$ cat src/rtl/arm_pkg.sv
// Shared encodings for the ARM instruction encoder: class codes, ALUControl-to-cmd map,
// FSM state codes and instruction field positions.
package arm_pkg;

   localparam logic [1:0] CLS_DP  = 2'b00;
   localparam logic [1:0] CLS_MEM = 2'b01;
   localparam logic [1:0] CLS_BR  = 2'b10;
   localparam logic [1:0] CLS_ILL = 2'b11;

   localparam logic [2:0] ALU_ADD = 3'b000;
   localparam logic [2:0] ALU_SUB = 3'b001;
   localparam logic [2:0] ALU_AND = 3'b010;
   localparam logic [2:0] ALU_ORR = 3'b011;
   localparam logic [2:0] ALU_EOR = 3'b110;

   localparam logic [3:0] CMD_ADD = 4'b0100;
   localparam logic [3:0] CMD_SUB = 4'b0010;
   localparam logic [3:0] CMD_AND = 4'b0000;
   localparam logic [3:0] CMD_ORR = 4'b1100;
   localparam logic [3:0] CMD_EOR = 4'b0001;

   localparam logic [1:0] OP_DP  = 2'b00;
   localparam logic [1:0] OP_MEM = 2'b01;
   localparam logic [1:0] OP_BR  = 2'b10;

   typedef logic [1:0] state_t;
   localparam state_t ST_IDLE   = 2'd0;
   localparam state_t ST_ACCEPT = 2'd1;
   localparam state_t ST_WRITE  = 2'd2;
   localparam state_t ST_FINISH = 2'd3;

   localparam int COND_MSB  = 31;
   localparam int COND_LSB  = 28;
   localparam int OP_MSB    = 27;
   localparam int OP_LSB    = 26;
   localparam int I_BIT     = 25;
   localparam int CMD_MSB   = 24;
   localparam int CMD_LSB   = 21;
   localparam int S_BIT     = 20;
   localparam int P_BIT     = 24;
   localparam int U_BIT     = 23;
   localparam int B_BIT     = 22;
   localparam int W_BIT     = 21;
   localparam int L_BIT     = 20;
   localparam int BR_L_BIT  = 24;
   localparam int RN_MSB    = 19;
   localparam int RN_LSB    = 16;
   localparam int RD_MSB    = 15;
   localparam int RD_LSB    = 12;
   localparam int SRC2_MSB  = 11;
   localparam int IMM24_MSB = 23;

   typedef struct packed {
      logic       legal;
      logic [3:0] cmd;
   } alu_map_t;

   function automatic alu_map_t alu_to_cmd(input logic [2:0] op);
      alu_map_t m;
      m.legal = 1'b1;
      m.cmd   = CMD_AND;
      case (op)
         ALU_ADD: m.cmd = CMD_ADD;
         ALU_SUB: m.cmd = CMD_SUB;
         ALU_AND: m.cmd = CMD_AND;
         ALU_ORR: m.cmd = CMD_ORR;
         ALU_EOR: m.cmd = CMD_EOR;
         default: m.legal = 1'b0;
      endcase
      return m;
   endfunction

endpackage

$ cat src/rtl/arm_field_pack.sv
// Combinational packer: decoded instruction fields -> 32-bit ARM word, plus a legal flag.
// Zero latency; no handshake of its own.
module arm_field_pack
   import arm_pkg::*;
(
   input  logic [1:0]  cls,
   input  logic [3:0]  cond,
   input  logic [2:0]  alu_op,
   input  logic        s,
   input  logic        imm,
   input  logic        load,
   input  logic        byte_sel,
   input  logic [3:0]  rn,
   input  logic [3:0]  rd,
   input  logic [11:0] src2,
   input  logic [23:0] imm24,
   output logic [31:0] word,
   output logic        legal
);

   alu_map_t dp_map;
   assign dp_map = alu_to_cmd(alu_op);

   always_comb begin
      word  = '0;
      legal = 1'b0;
      word[COND_MSB:COND_LSB] = cond;
      case (cls)
         CLS_DP: begin
            word[OP_MSB:OP_LSB]   = OP_DP;
            word[I_BIT]           = imm;
            word[CMD_MSB:CMD_LSB] = dp_map.cmd;
            word[S_BIT]           = s;
            word[RN_MSB:RN_LSB]   = rn;
            word[RD_MSB:RD_LSB]   = rd;
            word[SRC2_MSB:0]      = src2;
            legal                 = dp_map.legal;
         end
         CLS_MEM: begin
            // Memory form inverts the immediate sense: I=0 means a 12-bit offset.
            word[OP_MSB:OP_LSB] = OP_MEM;
            word[I_BIT]         = ~imm;
            word[P_BIT]         = 1'b1;
            word[U_BIT]         = 1'b1;
            word[B_BIT]         = byte_sel;
            word[W_BIT]         = 1'b0;
            word[L_BIT]         = load;
            word[RN_MSB:RN_LSB] = rn;
            word[RD_MSB:RD_LSB] = rd;
            word[SRC2_MSB:0]    = src2;
            legal               = 1'b1;
         end
         CLS_BR: begin
            word[OP_MSB:OP_LSB] = OP_BR;
            word[I_BIT]         = 1'b1;
            word[BR_L_BIT]      = 1'b0;
            word[IMM24_MSB:0]   = imm24;
            legal               = 1'b1;
         end
         default: legal = 1'b0;
      endcase
   end

endmodule

$ cat src/rtl/arm_instr_encoder.sv
// Program loader: encodes requests and writes them to consecutive imem words; accept->write 1 cycle, 1 word/2 cycles.
// in_ready only in ACCEPT. ARM_ENC_CHECKSUM_EN adds an XOR checksum of written words.
module arm_instr_encoder
   import arm_pkg::*;
#(
   parameter int                 ADDR_W    = 32,
   parameter logic [ADDR_W-1:0]  BASE_ADDR = '0,
   parameter int                 DEPTH     = 64
) (
   input  logic                        clk,
   input  logic                        reset,
   input  logic                        start,
   input  logic                        in_valid,
   output logic                        in_ready,
   input  logic                        in_last,
   input  logic [1:0]                  in_class,
   input  logic [3:0]                  in_cond,
   input  logic [2:0]                  in_alu_op,
   input  logic                        in_s,
   input  logic                        in_imm,
   input  logic                        in_load,
   input  logic                        in_byte,
   input  logic [3:0]                  in_rn,
   input  logic [3:0]                  in_rd,
   input  logic [11:0]                 in_src2,
   input  logic [23:0]                 in_imm24,
   output logic                        imem_we,
   output logic [ADDR_W-1:0]           imem_addr,
   output logic [31:0]                 imem_wd,
   output logic                        busy,
   output logic                        done,
   output logic                        err,
   output logic [$clog2(DEPTH+1)-1:0]  count
`ifdef ARM_ENC_CHECKSUM_EN
   ,
   output logic [31:0]                 checksum
`endif
);

   localparam int CNT_W = $clog2(DEPTH+1);

   state_t             state;
   logic [31:0]        enc_word;
   logic               enc_legal;
   logic               last_q;
   logic [CNT_W-1:0]   count_inc;
   logic               full;

   arm_field_pack u_pack (
      .cls      (in_class),
      .cond     (in_cond),
      .alu_op   (in_alu_op),
      .s        (in_s),
      .imm      (in_imm),
      .load     (in_load),
      .byte_sel (in_byte),
      .rn       (in_rn),
      .rd       (in_rd),
      .src2     (in_src2),
      .imm24    (in_imm24),
      .word     (enc_word),
      .legal    (enc_legal)
   );

   assign in_ready  = (state == ST_ACCEPT);
   assign imem_we   = (state == ST_WRITE);
   assign busy      = (state == ST_ACCEPT) || (state == ST_WRITE);
   assign done      = (state == ST_FINISH);
   assign count_inc = count + CNT_W'(1);
   assign full      = (count_inc == CNT_W'(DEPTH));

   always_ff @(posedge clk or posedge reset) begin
      if (reset) begin
         state     <= ST_IDLE;
         imem_addr <= BASE_ADDR;
         imem_wd   <= '0;
         count     <= '0;
         err       <= 1'b0;
         last_q    <= 1'b0;
      end else begin
         case (state)
            ST_IDLE: begin
               if (start) begin
                  state     <= ST_ACCEPT;
                  err       <= 1'b0;
                  count     <= '0;
                  imem_addr <= BASE_ADDR;
               end
            end
            ST_ACCEPT: begin
               if (in_valid) begin
                  if (enc_legal) begin
                     imem_wd <= enc_word;
                     last_q  <= in_last;
                     state   <= ST_WRITE;
                  end else begin
                     // Illegal words are dropped; the address is not consumed.
                     err <= 1'b1;
                     if (in_last) state <= ST_FINISH;
                  end
               end
            end
            ST_WRITE: begin
               count     <= count_inc;
               imem_addr <= imem_addr + ADDR_W'(4);
               if (last_q || full) state <= ST_FINISH;
               else                state <= ST_ACCEPT;
               if (full && !last_q) err <= 1'b1;
            end
            default: state <= ST_IDLE;
         endcase
      end
   end

`ifdef ARM_ENC_CHECKSUM_EN
   always_ff @(posedge clk or posedge reset) begin
      if (reset)                             checksum <= '0;
      else if (state == ST_IDLE && start)    checksum <= '0;
      else if (state == ST_WRITE)            checksum <= checksum ^ imem_wd;
   end
`endif

endmodule

$ cat config.mk
export PLATFORM = sky130hd
export DESIGN_NAME = arm_instr_encoder
export DESIGN_NICKNAME = d
export VERILOG_FILES = /design/src/rtl/arm_pkg.sv /design/src/rtl/arm_field_pack.sv /design/src/rtl/arm_instr_encoder.sv
export SDC_FILE = /design/constraint.sdc
export NUM_CORES = 1
export LEC_CHECK = 0
export CAP_MARGIN = 20
export CORE_UTILIZATION = 45
export DETAILED_ROUTE_END_ITERATION = 16
export PLACE_DENSITY = 0.81
export RECOVER_POWER = 100
export SETUP_SLACK_MARGIN = 0.1
export SLEW_MARGIN = 20
export SYNTH_ARGS = -nofsm -noshare
export SYNTH_HDL_FRONTEND = slang
export SYNTH_SLANG_ARGS = --single-unit
$ cat constraint.sdc
create_clock -name clk -period 2.8 [get_ports clk]
set_input_delay 0.56 -clock clk [delete_from_list [all_inputs] [get_ports clk]]
set_output_delay 0.56 -clock clk [all_outputs]
set_load 0.1 [all_outputs]
=== Word level (Yosys, flattened, before mapping) ===
Index checks and enable logic that the tools add are counted.

* Bits in registers: 75
* Bits of input ports: 62
* Logic and storage cells: 58

* Add/subtract/negate cells: 2
* Eq/ne operators: 15
* Multiplexer cells: 19
* Bitwise operators: 1
* Reductions and logical operators: 15

{| class="wikitable"
|+ Operator list
! kind !! count
|-
| 28-bit case mux with 3 select lines || 1
|-
| 32-bit case mux with 2 select lines || 1
|-
| 32-bit by 3-bit adder with 32-bit output (second input constant) || 1
|-
| 32-bit 2-to-1 mux || 1
|-
| 4-bit case mux with 4 select lines || 1
|-
| 7-bit case mux with 2 select lines || 1
|-
| 2-bit 2-to-1 mux || 5
|-
| 7-bit by 1-bit adder with 7-bit output (second input constant) || 1
|-
| 7-bit == test (second input constant) || 1
|-
| 7-bit 2-to-1 mux || 1
|-
| 2-bit == test (second input constant) || 3
|-
| 3-bit by 2-bit == test with 1-bit output (second input constant) || 2
|-
| 2-bit != test (second input constant) || 3
|-
| 2-bit case mux with 3 select lines || 1
|-
| 3-bit AND reduction || 2
|-
| 1-bit 2-to-1 mux || 5
|-
| 5-bit AND reduction || 1
|-
| 5-bit OR reduction || 1
|-
| 2-bit by 1-bit == test with 1-bit output (second input constant) || 2
|-
| 2-bit logical NOT || 2
|-
| 3-bit by 1-bit == test with 1-bit output (second input constant) || 1
|-
| 3-bit == test (second input constant) || 1
|-
| 3-bit logical NOT || 1
|-
| 3-bit by 1-bit != test with 1-bit output (second input constant) || 1
|-
| other kinds (11) || 12
|}

=== Logic depth before layout (Yosys ltp) ===
Gate-level depths: netlist (run 1).

* Depth after elaboration: 7
* Mapped depth: 9
* Mapped depth without buffers: 8

=== Cells and area by module ===
Synthesis (run 1) repeated with hierarchy kept, for this count alone.

* Cell total of the unflattened synthesis: 418
* Area total of the unflattened synthesis: 4040.1 µm²

{| class="wikitable"
|+ By module, submodules not included
! module !! instances !! cells an instance !! area each (µm²) !! seq. area each (µm²)
|-
| arm_instr_encoder || 1 || 314 || 3462.1 || 1826.8
|-
| arm_field_pack || 1 || 104 || 578.1 || 0.0
|}

=== Least setup slack after synthesis (run 1) ===
No wires, ideal clock.

* Kind: reg2reg
* Start: register count[0]
* End: register err
* Data arrival time: 3013 ps
* Data required time: 2672 ps
* Slack: -342 ps
* Stages on the path, launching flop included: 8
* Path buffers: 0
* Cell sequence: dfrtp_1 ha_1 and2_1 nand2_2 o32a_1 o41a_1 a2111oi_2 mux2_1

* Longest elaborated chain between the ends: 5

{| class="wikitable"
|+ RTL lines
! item !! line !! source
|-
| from (decl) || arm_instr_encoder.sv:33 || <nowiki>output logic [$clog2(DEPTH+1)-1:0] count</nowiki>
|-
| from (signal assigned) || arm_instr_encoder.sv:104 || <nowiki>count <= count_inc;</nowiki>
|-
| 7-bit by 1-bit adder with 7-bit output || arm_instr_encoder.sv:69 || <nowiki>assign count_inc = count + CNT_W'(1);</nowiki>
|-
| 7-bit == test || arm_instr_encoder.sv:70 || <nowiki>assign full = (count_inc == CNT_W'(DEPTH));</nowiki>
|-
| 1-bit logical AND || arm_instr_encoder.sv:108 || <nowiki>if (full && !last_q) err <= 1'b1;</nowiki>
|-
| 2-bit by 1-bit != test with 1-bit output (no line) || n/a ||
|-
| 5-bit AND reduction (no line) || n/a ||
|-
| to (signal assigned) || arm_instr_encoder.sv:78 || <nowiki>err <= 1'b0;</nowiki>
|-
| to (signal assigned) || arm_instr_encoder.sv:85 || <nowiki>err <= 1'b0;</nowiki>
|-
| to (signal assigned) || arm_instr_encoder.sv:108 ||
|-
| to (decl) || arm_instr_encoder.sv:32 || <nowiki>output logic err,</nowiki>
|}

Every way passes these cells.
A chain may end at the register's enable or synchronous reset.

=== Worst setup path in the final report (run 1) ===
Ends and elaborated chain as after synthesis.

==> results.md, run 1 <==
Run status:
- The flow ran to the end, and the final reports show no timing, DRC or antenna violations.

STA:
- The actual transition at the worst max-transition pin is 1.22 ns.
- Based on the critical path, the design can be clocked at up to 387 MHz.
- The final critical delay including setup and external delays is 2.59 ns.
- The worst clock skew is between 0.007 and 0.008 ns.
- The worst slack on hold paths is 0.480 ns.
- The final-report hold violation count came to 0.
- Setup repair after global routing left no endpoint under its margin.
- Dividing the final minimum period by the clock period gives 92.4%.
- The final number of setup-violating endpoints is 0.
- The count of pins over their slew limit is 0.
- The worst slew slack as a fraction of its limit is 18.9%.

Final layout:
- The filler cell count in the final layout is 734.
- The area growth from synthesis to layout is 35.1%.
- The antenna cell count is 0.
- The number of non-filler instances in the completed layout is between 600 and 700.
- The fraction of layout cells with a size suffix above 1 is under 10%.
- The net total in the final layout is 601.
- The finished layout cell area is 0.00510 sq mm.
- The multi-input combinational cells in the finished layout cover a total of 0.00184 sq mm.
- The register area is 0.00183 sq mm.

Route:
- The count of routing violations after the opening detailed-route iteration is 151.
- The total number of vias is 3473.
- Once detail routing completed, the nets flagged for antenna violations numbered 0.
- The overall routed net length is about 9900 microns.
- The wire length on met2 is 4930 microns.
- Summed over all nets, wire length on met3 after detailed routing comes to about 420 microns.
- The final routed DRC violation total is 0.
- After detailed routing, the average wire length per cell comes to 15.5 microns.
- The highest layer touched by signal routing is met4.
- The pre-antenna-repair detailed-routing pass consisted of 5 iterations.
- The mean number of vias per cell is 5.46.
- The detailed router put a total of 4220 microns of wire on met1.

Yosys:
- After synthesis, the cell types taking the most area are sky130_fd_sc_hd__dfrtp_1 48%, sky130_fd_sc_hd__o31ai_1 5.2%, sky130_fd_sc_hd__nand2_1 5.0%, sky130_fd_sc_hd__ha_1 4.3%, sky130_fd_sc_hd__a22oi_1 4.0%.
- Sequential cells were found to cover 48.4% of the synthesized design area.
- In this run, synthesis produced a sequential element count of 73.
- The number of enable-type register cells in the synthesized netlist is 0.
- The mean instance size in the synthesized netlist is slightly below 10 sq um.
- The fraction of synthesized cell area taken by the top area cell type is 48.4%.
- The post-synthesis instance total is around 390.
- The netlist uses 46 different library cells.
- The netlist area before placement is 0.00378 sq mm.
- For this run, the number of Yosys warnings is 0.
- The top cell type by total area after synthesis is sky130_fd_sc_hd__dfrtp_1.
- After synthesis, the share of flip-flops with an asynchronous set or reset is between 90% and 100%.
- In the synthesized netlist the dominant register cell turns out to be sky130_fd_sc_hd__dfrtp_1.

Floorplanning:
- The floorplan has 33 rows.
- The starting utilization of the core area is between 40% and 50%.
- The width of the die is 93.6 microns.
- The area of the die is 0.00876 sq mm.
- The floorplan core area is roughly 0.0082 sq mm.
- Pin placement for this block handled 138 I/O pins.
- The die boundary height is 93.6 microns.

Setup path:
- For the worst setup path, the data required time is 3.02 ns.
- The path type of the worst setup path is flip-flop to flip-flop.
- STA classifies the critical path startpoint as a flip-flop.
- The number of cells on the worst reg-to-reg path is 7.
- The origin of the critical flop-to-flop path is count[0].
- For flop-to-flop paths, the worst setup slack is 0.21 ns.
- STA classifies the critical path endpoint as a flip-flop.
- For the worst setup path, the data arrival time is 2.81 ns.
- Along the worst path, the maximum fanout reaches 7.
- The worst register-to-register path ends at err.

Global routing:
- The global-route usage over all layers is a little under a quarter.
- For this run the aggregate overflow at the end of global routing stands at 0.
- The first global-routing pass estimated 15800 microns of wire.
- The via count of the first global-routing pass is between 3k and 4k.
- The number of antenna violations at the first check in global routing is 0.
- The pin count of the biggest net entering global routing is 49.

Placed design:
- After detailed placement, the design holds a cell count of 620.
- Summed over all nets, the half-perimeter wirelength after detailed placement is 7320 microns.
- The cell area after placement is 0.00513 sq mm.
- The placer's final routability congestion estimate is 0.851.
- The count of buffers added on input and output ports is 135.

CTS:
- Clock tree synthesis found a total of 73 sinks.
- The number of buffers added to fix hold violations after cts is 0.
- The H-tree depth is 3.
- The buffer cell driving the clock tree root is sky130_fd_sc_hd__clkbuf_8.
- The clock-pin transition on the worst setup and hold timing paths is 0.07 ns.
- The buffer levels on the longest clock path is 2.
- The clock insertion delay at the later pin of the skew report is around 0.34 ns.
- After clock tree synthesis, the setup repair step added 0 buffers.
- The number of clock buffers inserted by TritonCTS is 9.
- The clock tree from TritonCTS is done.
- In this run, post-CTS repair resized a total of 0 instances.

Job:
- The tool flagged a number of max-cap violations equal to 0.

Pwr:
- The maximum VDD drop is 1070 uV.
- For this design the ratio of total power to cell area is about 1100 mW/mm^2.
- The analysis attributes to cell leakage a power of 2.21 nW.

Min path:
- The startpoint identified for the worst hold timing path is imem_wd[15].
- The worst hold path depth is 2.
- The tightest min-delay check is of the flip-flop to flip-flop type.
- The capture endpoint of the worst hold path is imem_wd[15].
==> Yosys cell counts, types with 8 or more instances <==
| cell type | count |
|---|---|
| sky130_fd_sc_hd__inv_1 | 9 |
| sky130_fd_sc_hd__xnor2_1 | 10 |
| sky130_fd_sc_hd__nand3_1 | 12 |
| sky130_fd_sc_hd__nor2_1 | 34 |
| sky130_fd_sc_hd__a22oi_1 | 20 |
| sky130_fd_sc_hd__nand2_1 | 50 |
| sky130_fd_sc_hd__ha_1 | 13 |
| sky130_fd_sc_hd__mux2_2 | 8 |
| sky130_fd_sc_hd__o21ai_0 | 16 |
| sky130_fd_sc_hd__clkbuf_1 | 17 |
| sky130_fd_sc_hd__dfrtp_1 | 73 |
| sky130_fd_sc_hd__a21oi_1 | 8 |
| sky130_fd_sc_hd__o31ai_1 | 26 |
| sky130_fd_sc_hd__xor2_1 | 13 |
==> cells by family (layout without fill, tap and decap cells) <==
family	after synthesis	in the layout	synth area share [%]
AOI/OAI and AO/OA	94	94	18.0
xor gates and xnor gates	23	23	5.33
adders and majority gates	13	13	4.31
buffers and inverters	30	175	3.18
DFF	73	73	48.4
muxes	13	13	3.74
other	1	2	0.0993
and+or+nand+nor	138	138	17.0
==> state kept, by name, indices dropped and copies added (netlist names) <==
signal / count
last_q: 1
imem_addr: 30
imem_wd: 32
err: 1
state: 2
count: 7
==> critical path: stages, from the launching register on <==
cell and delay, ns:
sky130_fd_sc_hd__dfrtp_1 0.45, sky130_fd_sc_hd__ha_1 0.25, sky130_fd_sc_hd__and2_1 0.18, sky130_fd_sc_hd__nand2_2 0.09, sky130_fd_sc_hd__o32a_1 0.36, sky130_fd_sc_hd__o41a_1 0.43
sky130_fd_sc_hd__a2111oi_2 0.35, sky130_fd_sc_hd__mux2_1 0.36
==> metal layers <==
metal / up-vias / global-route usage (%)
met5: - / 0
met4: 0 / 12.4
met3: 25 / 3.17
met2: 94 / 39.4
met1: 1686 / 28.6
li1: 1668 / -
==> layout by cell type, fill, tap and decap left out, types with 7 or more instances in the layout <==
cell / synthesis / routed
sky130_fd_sc_hd__o31ai_1: 26 / 26
sky130_fd_sc_hd__xor2_1: 13 / 13
sky130_fd_sc_hd__mux2_2: 8 / 8
sky130_fd_sc_hd__clkbuf_8: 0 / 11
sky130_fd_sc_hd__inv_1: 9 / 9
sky130_fd_sc_hd__a22oi_1: 20 / 20
sky130_fd_sc_hd__o21ai_0: 16 / 16
sky130_fd_sc_hd__nand3_1: 12 / 11
sky130_fd_sc_hd__clkbuf_1: 17 / 73
sky130_fd_sc_hd__a21oi_1: 8 / 8
sky130_fd_sc_hd__xnor2_1: 10 / 10
sky130_fd_sc_hd__nor2_1: 34 / 34
sky130_fd_sc_hd__buf_4: 2 / 11
sky130_fd_sc_hd__nand2_1: 50 / 50
sky130_fd_sc_hd__nor3_1: 7 / 7
sky130_fd_sc_hd__a22o_1: 7 / 7
sky130_fd_sc_hd__nand4_1: 7 / 7
sky130_fd_sc_hd__clkdlybuf4s50_1: 0 / 59
sky130_fd_sc_hd__ha_1: 13 / 12
sky130_fd_sc_hd__dfrtp_1: 73 / 72
==> metrics by stage <==
step           utilization (%)  setup slack (ns)  power [W]  setup TNS [ns]
2_1_floorplan                -            -0.107    0.00409          -0.107
3_3_place_gp              62.7             0.175    0.00482               0
5_1_grt                   62.4            0.0996    0.00595               0
3_5_place_dp              62.7            0.0903    0.00487               0
4_1_cts                   66.1             0.249    0.00600               0
6_report                  62.4             0.213    0.00571               0
==> power by group <==
| group | total (W) | internal, W | switching, W |
|---|---|---|---|
| Combinational | 0.00311 | 0.000500 | 0.00261 |
| Sequential | 0.00149 | 0.00131 | 0.000178 |
| Clock | 0.00112 | 0.000730 | 0.000389 |
| Total | 0.00571 | 0.00254 | 0.00318 |
==> how the worst max path moves through the flow <==
stage	startpoint	end	slack, ns
4_1_cts	count[0]	err	0.25
2_1_floorplan	count[4]	err	-0.11
3_3_place_gp	in_class[0]	err	0.18
6_report	count[0]	err	0.21
5_1_grt	reset	count[1]	0.1
3_5_place_dp	in_class[0]	imem_wd[11]	0.09
==> cell type report <==
class	count	area share, %
Multi-Input combinational cell	283	36.1
Inverter	9	0.662
Sequential cell	73	35.8
Clock buffer	11	2.97
Timing Repair Buffer	150	19.4
Tap cell	105	2.57
Clock inverter	5	2.45
(Power assumes the default switching activity.)
==> run 2: changes to the inputs <==
--- a/config.mk
+++ b/config.mk
@@ -6,7 +6,7 @@
 export NUM_CORES = 1
 export LEC_CHECK = 0
 export CAP_MARGIN = 20
-export CORE_UTILIZATION = 45
+export CORE_UTILIZATION = 46
 export DETAILED_ROUTE_END_ITERATION = 16
 export PLACE_DENSITY = 0.81
 export RECOVER_POWER = 100
@@ -14,4 +14,5 @@
 export SLEW_MARGIN = 20
 export SYNTH_ARGS = -nofsm -noshare
 export SYNTH_HDL_FRONTEND = slang
+export SYNTH_HIERARCHICAL = 1
 export SYNTH_SLANG_ARGS = --single-unit
==> run 2 against run 1 <==
Against the previous run: the run now ends with capacitance limit, slew limit left; largest cell class unchanged; worst hold slack gained 0.030 ns; critical endpoint is now imem_addr[30]; highest routed layer unchanged; core utilization grew 0.73 points; global-route usage grew 0.22 points; synthesized area grew 7.0%.
==> results.md, run 2 <==
Final layout:
- The relative area change from synthesis to final layout is 30.4% (was 35.1%).
- Most frequent cells in the layout: 75 x sky130_fd_sc_hd__clkbuf_1, 73 x sky130_fd_sc_hd__dfrtp_1, 61 x sky130_fd_sc_hd__clkdlybuf4s50_1 (was 73 x sky130_fd_sc_hd__clkbuf_1, 72 x sky130_fd_sc_hd__dfrtp_1, 59 x sky130_fd_sc_hd__clkdlybuf4s50_1).
- The net total in the final layout is 628 (was 601).
- The filler cell count in the final layout came to 747 (was 734).
- The leading cell type in the layout, fill and taps excluded is sky130_fd_sc_hd__clkbuf_1 (unchanged).
- The flip-flop count of the largest register, all copies and words added is 32 (unchanged).
- The core occupancy in the finished layout is 63.2% (was 62.4%).
- Top Registers: imem_wd: 32 flops, imem_addr: 30 flops, count: 7 flops (unchanged).
- The register with the highest flop count is imem_wd (unchanged).
- The fraction of layout cells with a size suffix above 1 is 11.8% (was 8.66%).
- The antenna cell count is 0 (unchanged).

Yosys:
- The yosys synthesis warning count is 6 (was 0).
- The number of enable-type register cells in the synthesized netlist is 0 (unchanged).
- The netlist area before placement is 0.00404 sq mm (was 0.00378 sq mm).
- The sequential-to-total area share from yosys stat came to 45.2% (was 48.4%).
- The count of distinct cell types in the synthesized netlist is 48 (was 46).
- The proportion of synthesized flip-flops having asynchronous set or reset came to 100% (unchanged).
- The most used standard cell by instance count after synthesis was sky130_fd_sc_hd__dfrtp_1 (unchanged).
- The most common flop cell mapped by yosys is sky130_fd_sc_hd__dfrtp_1 (unchanged).
- The mean instance size in the synthesized netlist was 9.67 sq um (was 9.81 sq um).
- The fraction of synthesized cell area taken by the top area cell type is 45.2% (was 48.4%).
- The post-synthesis instance total is 418 (was 385).
- The synthesis-stage register bit count is 73 (unchanged).
- The top cell type by total area after synthesis is sky130_fd_sc_hd__dfrtp_1 (unchanged).
- Ranking of synthesized cells by instance count: 73 x sky130_fd_sc_hd__dfrtp_1, 41 x sky130_fd_sc_hd__nand2_1, 33 x sky130_fd_sc_hd__mux2_2 (was 73 x sky130_fd_sc_hd__dfrtp_1, 50 x sky130_fd_sc_hd__nand2_1, 34 x sky130_fd_sc_hd__nor2_1).
- Biggest area contributors in the synthesized netlist: sky130_fd_sc_hd__dfrtp_1 45%, sky130_fd_sc_hd__mux2_2 9.2%, sky130_fd_sc_hd__xnor2_1 4.1%, sky130_fd_sc_hd__ha_1 4.0%, sky130_fd_sc_hd__a21oi_1 4.0% (was sky130_fd_sc_hd__dfrtp_1 48%, sky130_fd_sc_hd__o31ai_1 5.2%, sky130_fd_sc_hd__nand2_1 5.0%, sky130_fd_sc_hd__ha_1 4.3%, sky130_fd_sc_hd__a22oi_1 4.0%).

Global routing:
- The number of antenna violations at the first check in global routing is 0 (unchanged).
- The via count of the first global-routing pass was 3471 (was 3366).
- The global-route usage over all layers came to 23.4% (was 23.2%).
- The pin count of the biggest net entering global routing is 74 (was 49).
- The wire length of the first global-routing pass is 16500 microns (was 15800 microns).
- The overall overflow remaining after global route is 0 (unchanged).

Setup path:
- The capturing element type of the critical path is a flip-flop (unchanged).
- The arrival time of data at the critical path endpoint is 2.79 ns (was 2.81 ns).
- The maximum single-stage delay on the critical path came to 0.48 ns (was 0.45 ns).
- The cell with the biggest individual delay on the critical path is sky130_fd_sc_hd__or3_1 (was sky130_fd_sc_hd__dfrtp_1).
- The cell family contributing the most delay on the critical path is simple AND/OR/NAND/NOR gates (was compound AO/OA/AOI/OAI gates).
- The setup slack of the most critical reg-to-reg path is 0.27 ns (was 0.21 ns).
- The cell that appears most often on the critical path is sky130_fd_sc_hd__or3_1.
- The top fanout value on the critical path is 10 (was 7).
- The total buffers and inverters traversed by the critical path is 1 (was 0).
- The endpoint required time on the critical path is 3.06 ns (was 3.02 ns).
- The element type at the critical path start is a flip-flop (unchanged).
- Sequence of cells on the critical path: inv_1, ha_1, mux2i_1, nand3b_1, or3_1, or3_1, a21oi_1 (was ha_1, and2_1, nand2_2, o32a_1, o41a_1, a2111oi_2, mux2_1).
- The path type of the worst setup path is flip-flop to flip-flop (unchanged).

Min path:
- The type of the worst min-delay path was flip-flop to flip-flop (unchanged).

STA:
- The worst slew slack as a fraction of its limit was -22.3% (was 18.9%).
- RSZ-0062 raised after global routing: false (unchanged).
- The maximum achievable frequency came to 396 MHz (was 387 MHz).
- The actual transition at the worst max-transition pin is 1.83 ns (was 1.22 ns).
- The final number of setup-violating endpoints is 0 (unchanged).
- The final critical delay including setup and external delays is 2.53 ns (was 2.59 ns).
- The setup total negative slack is 0 ns (unchanged).
- The final-report hold violation count was 0 (unchanged).
- The count of pins over their slew limit is 74 (was 0).
- The share of the cycle needed by the critical path after routing came to 90.2% (was 92.4%).
- The worst clock skew is 0.0118 ns (was 0.00726 ns).

CTS:
- The clock insertion delay at the later pin of the skew report is 0.34 ns (about the same).
- The clock tree from TritonCTS is done (unchanged).
- The buffer cell driving the clock tree root was sky130_fd_sc_hd__clkbuf_8 (unchanged).
- The number of clock sinks is 73 (unchanged).
- The count of buffers added by post-CTS timing repair for setup came to 0 (unchanged).
- The number of buffers added to fix hold violations after cts came to 0 (unchanged).
- The H-tree depth is 3 (unchanged).
- The buffer levels on the longest clock path is 2 (unchanged).
- The number of clock buffers inserted by TritonCTS is 9 (unchanged).
- The count of instances resized after the clock tree is built is 0 (unchanged).
- The clock-pin transition on the worst setup and hold timing paths is 0.08 ns (was 0.07 ns).

Floorplanning:
- The floorplan core area is 0.00834 sq mm (was 0.00818 sq mm).
- The number of rows created at floorplan is 33 (unchanged).
- The width of the die came to 95.7 microns (was 93.6 microns).
- The area of the die is 0.00916 sq mm (was 0.00876 sq mm).
- The total I/O pin count was 138 (unchanged).
- The die boundary height came to 95.7 microns (was 93.6 microns).
- The starting utilization of the core area was 48.4% (was 46.2%).

Route:
- The final routed DRC violation total is 0 (unchanged).
- The wire length on met2 is 4820 microns (was 4930 microns).
- The total number of vias is 3605 (was 3473).
- The count of routing violations after the opening detailed-route iteration is 98 (was 151).
- The routed wire length on met3 is 851 microns (was 417 microns).
- The total routed wire length on the met1 layer was 4270 microns (was 4220 microns).
- The mean number of vias per cell is 5.44 (was 5.46).
- The per-cell routed wire length is 15.3 microns (was 15.5 microns).
- The overall routed net length came to 10100 microns (was 9880 microns).
- The highest layer used for signal routing is met4 (unchanged).
- The number of routed nets with antenna violations is 0 (unchanged).
- The number of iterations in the first detailed-routing pass is 6 (was 5).

Pwr:
- The static power due to leakage is 2.23 nW (was 2.21 nW).
- The power density normalized to cell area is 1080 mW/mm^2 (was 1120 mW/mm^2).
- The maximum VDD drop came to 928 uV (was 1070 uV).
- The total power draw is 0.00570 W (was 0.00571 W).

Placed design:
- The placer's final routability congestion estimate came to 0.873 (was 0.851).
- The port buffer count is 135 (unchanged).
- The detailed-placement wirelength estimate is 7360 microns (was 7320 microns).

Run status:
- The final reports fail on capacitance limit, slew limit.
- Run status: complete, but fails checks (was finished clean).

Job:
- The number of maximum-capacitance constraint violations is 1 (was 0).
[run 2: path summary, 6_finish.rpt]
kind,startpoint,endpoint,depth (start not counted)
setup / recovery,state[0],imem_addr[30],7
hold / removal,imem_wd[30],imem_wd[30],1
setup reg to reg,state[0],imem_addr[30],7
hold reg to reg,imem_wd[30],imem_wd[30],1
max in group asynchronous,reset,imem_addr[3],3
min in group asynchronous,reset,imem_addr[9],3
[run 2: through the flow]
stage	hold slack, ns	worst slack (ns)	cells	instance area (sq um)
after floorplan	0.487	0.248	419	4060
after global placement	0.490	0.177	647	5360
after detailed placement	0.493	0.0637	647	5360
after CTS	0.513	0.371	663	5600
after global routing	0.524	0.137	663	5270
final	0.510	0.274	663	5270
[run 2: area by class of cell]
| type | instances | area, sq um | share of cell area, % |
|---|---|---|---|
| clock buffer | 11 | 131 | 2.49 |
| clock inverter | 5 | 104 | 1.97 |
| inverter | 16 | 60.1 | 1.14 |
| multi-input combinational | 301 | 2010 | 38.1 |
| timing repair buffer | 152 | 1000 | 19.1 |
| sequential | 73 | 1830 | 34.7 |
| tap | 105 | 131 | 2.49 |
[run 2: cell families after synthesis]
logic type	synth area share [%]
AO/OA/AOI/OAI	11.2
XOR/XNOR	5.64
adder cells (fa/ha/maj)	4.03
buffers and inverters	5.02
flip-flops	45.2
multiplexers	10.4
other	0.0928
AND/OR/NAND/NOR	18.4
[run 2: per-layer routing]
metal / GRT usage (%) / vias to the layer above
li1: - / 1731
met4: 8.83 / 0
met3: 7.19 / 14
met1: 29.0 / 1717
met5: 0 / -
met2: 38.4 / 143
[run 2: power breakdown]
group / switching [W] / total [W] / internal [W] / leakage (nW)
Combinational: 0.00262 / 0.00320 / 0.000582 / 1.13
Clock: 0.000396 / 0.000989 / 0.000593 / 0.118
Sequential: 0.000193 / 0.00151 / 0.00132 / 0.973
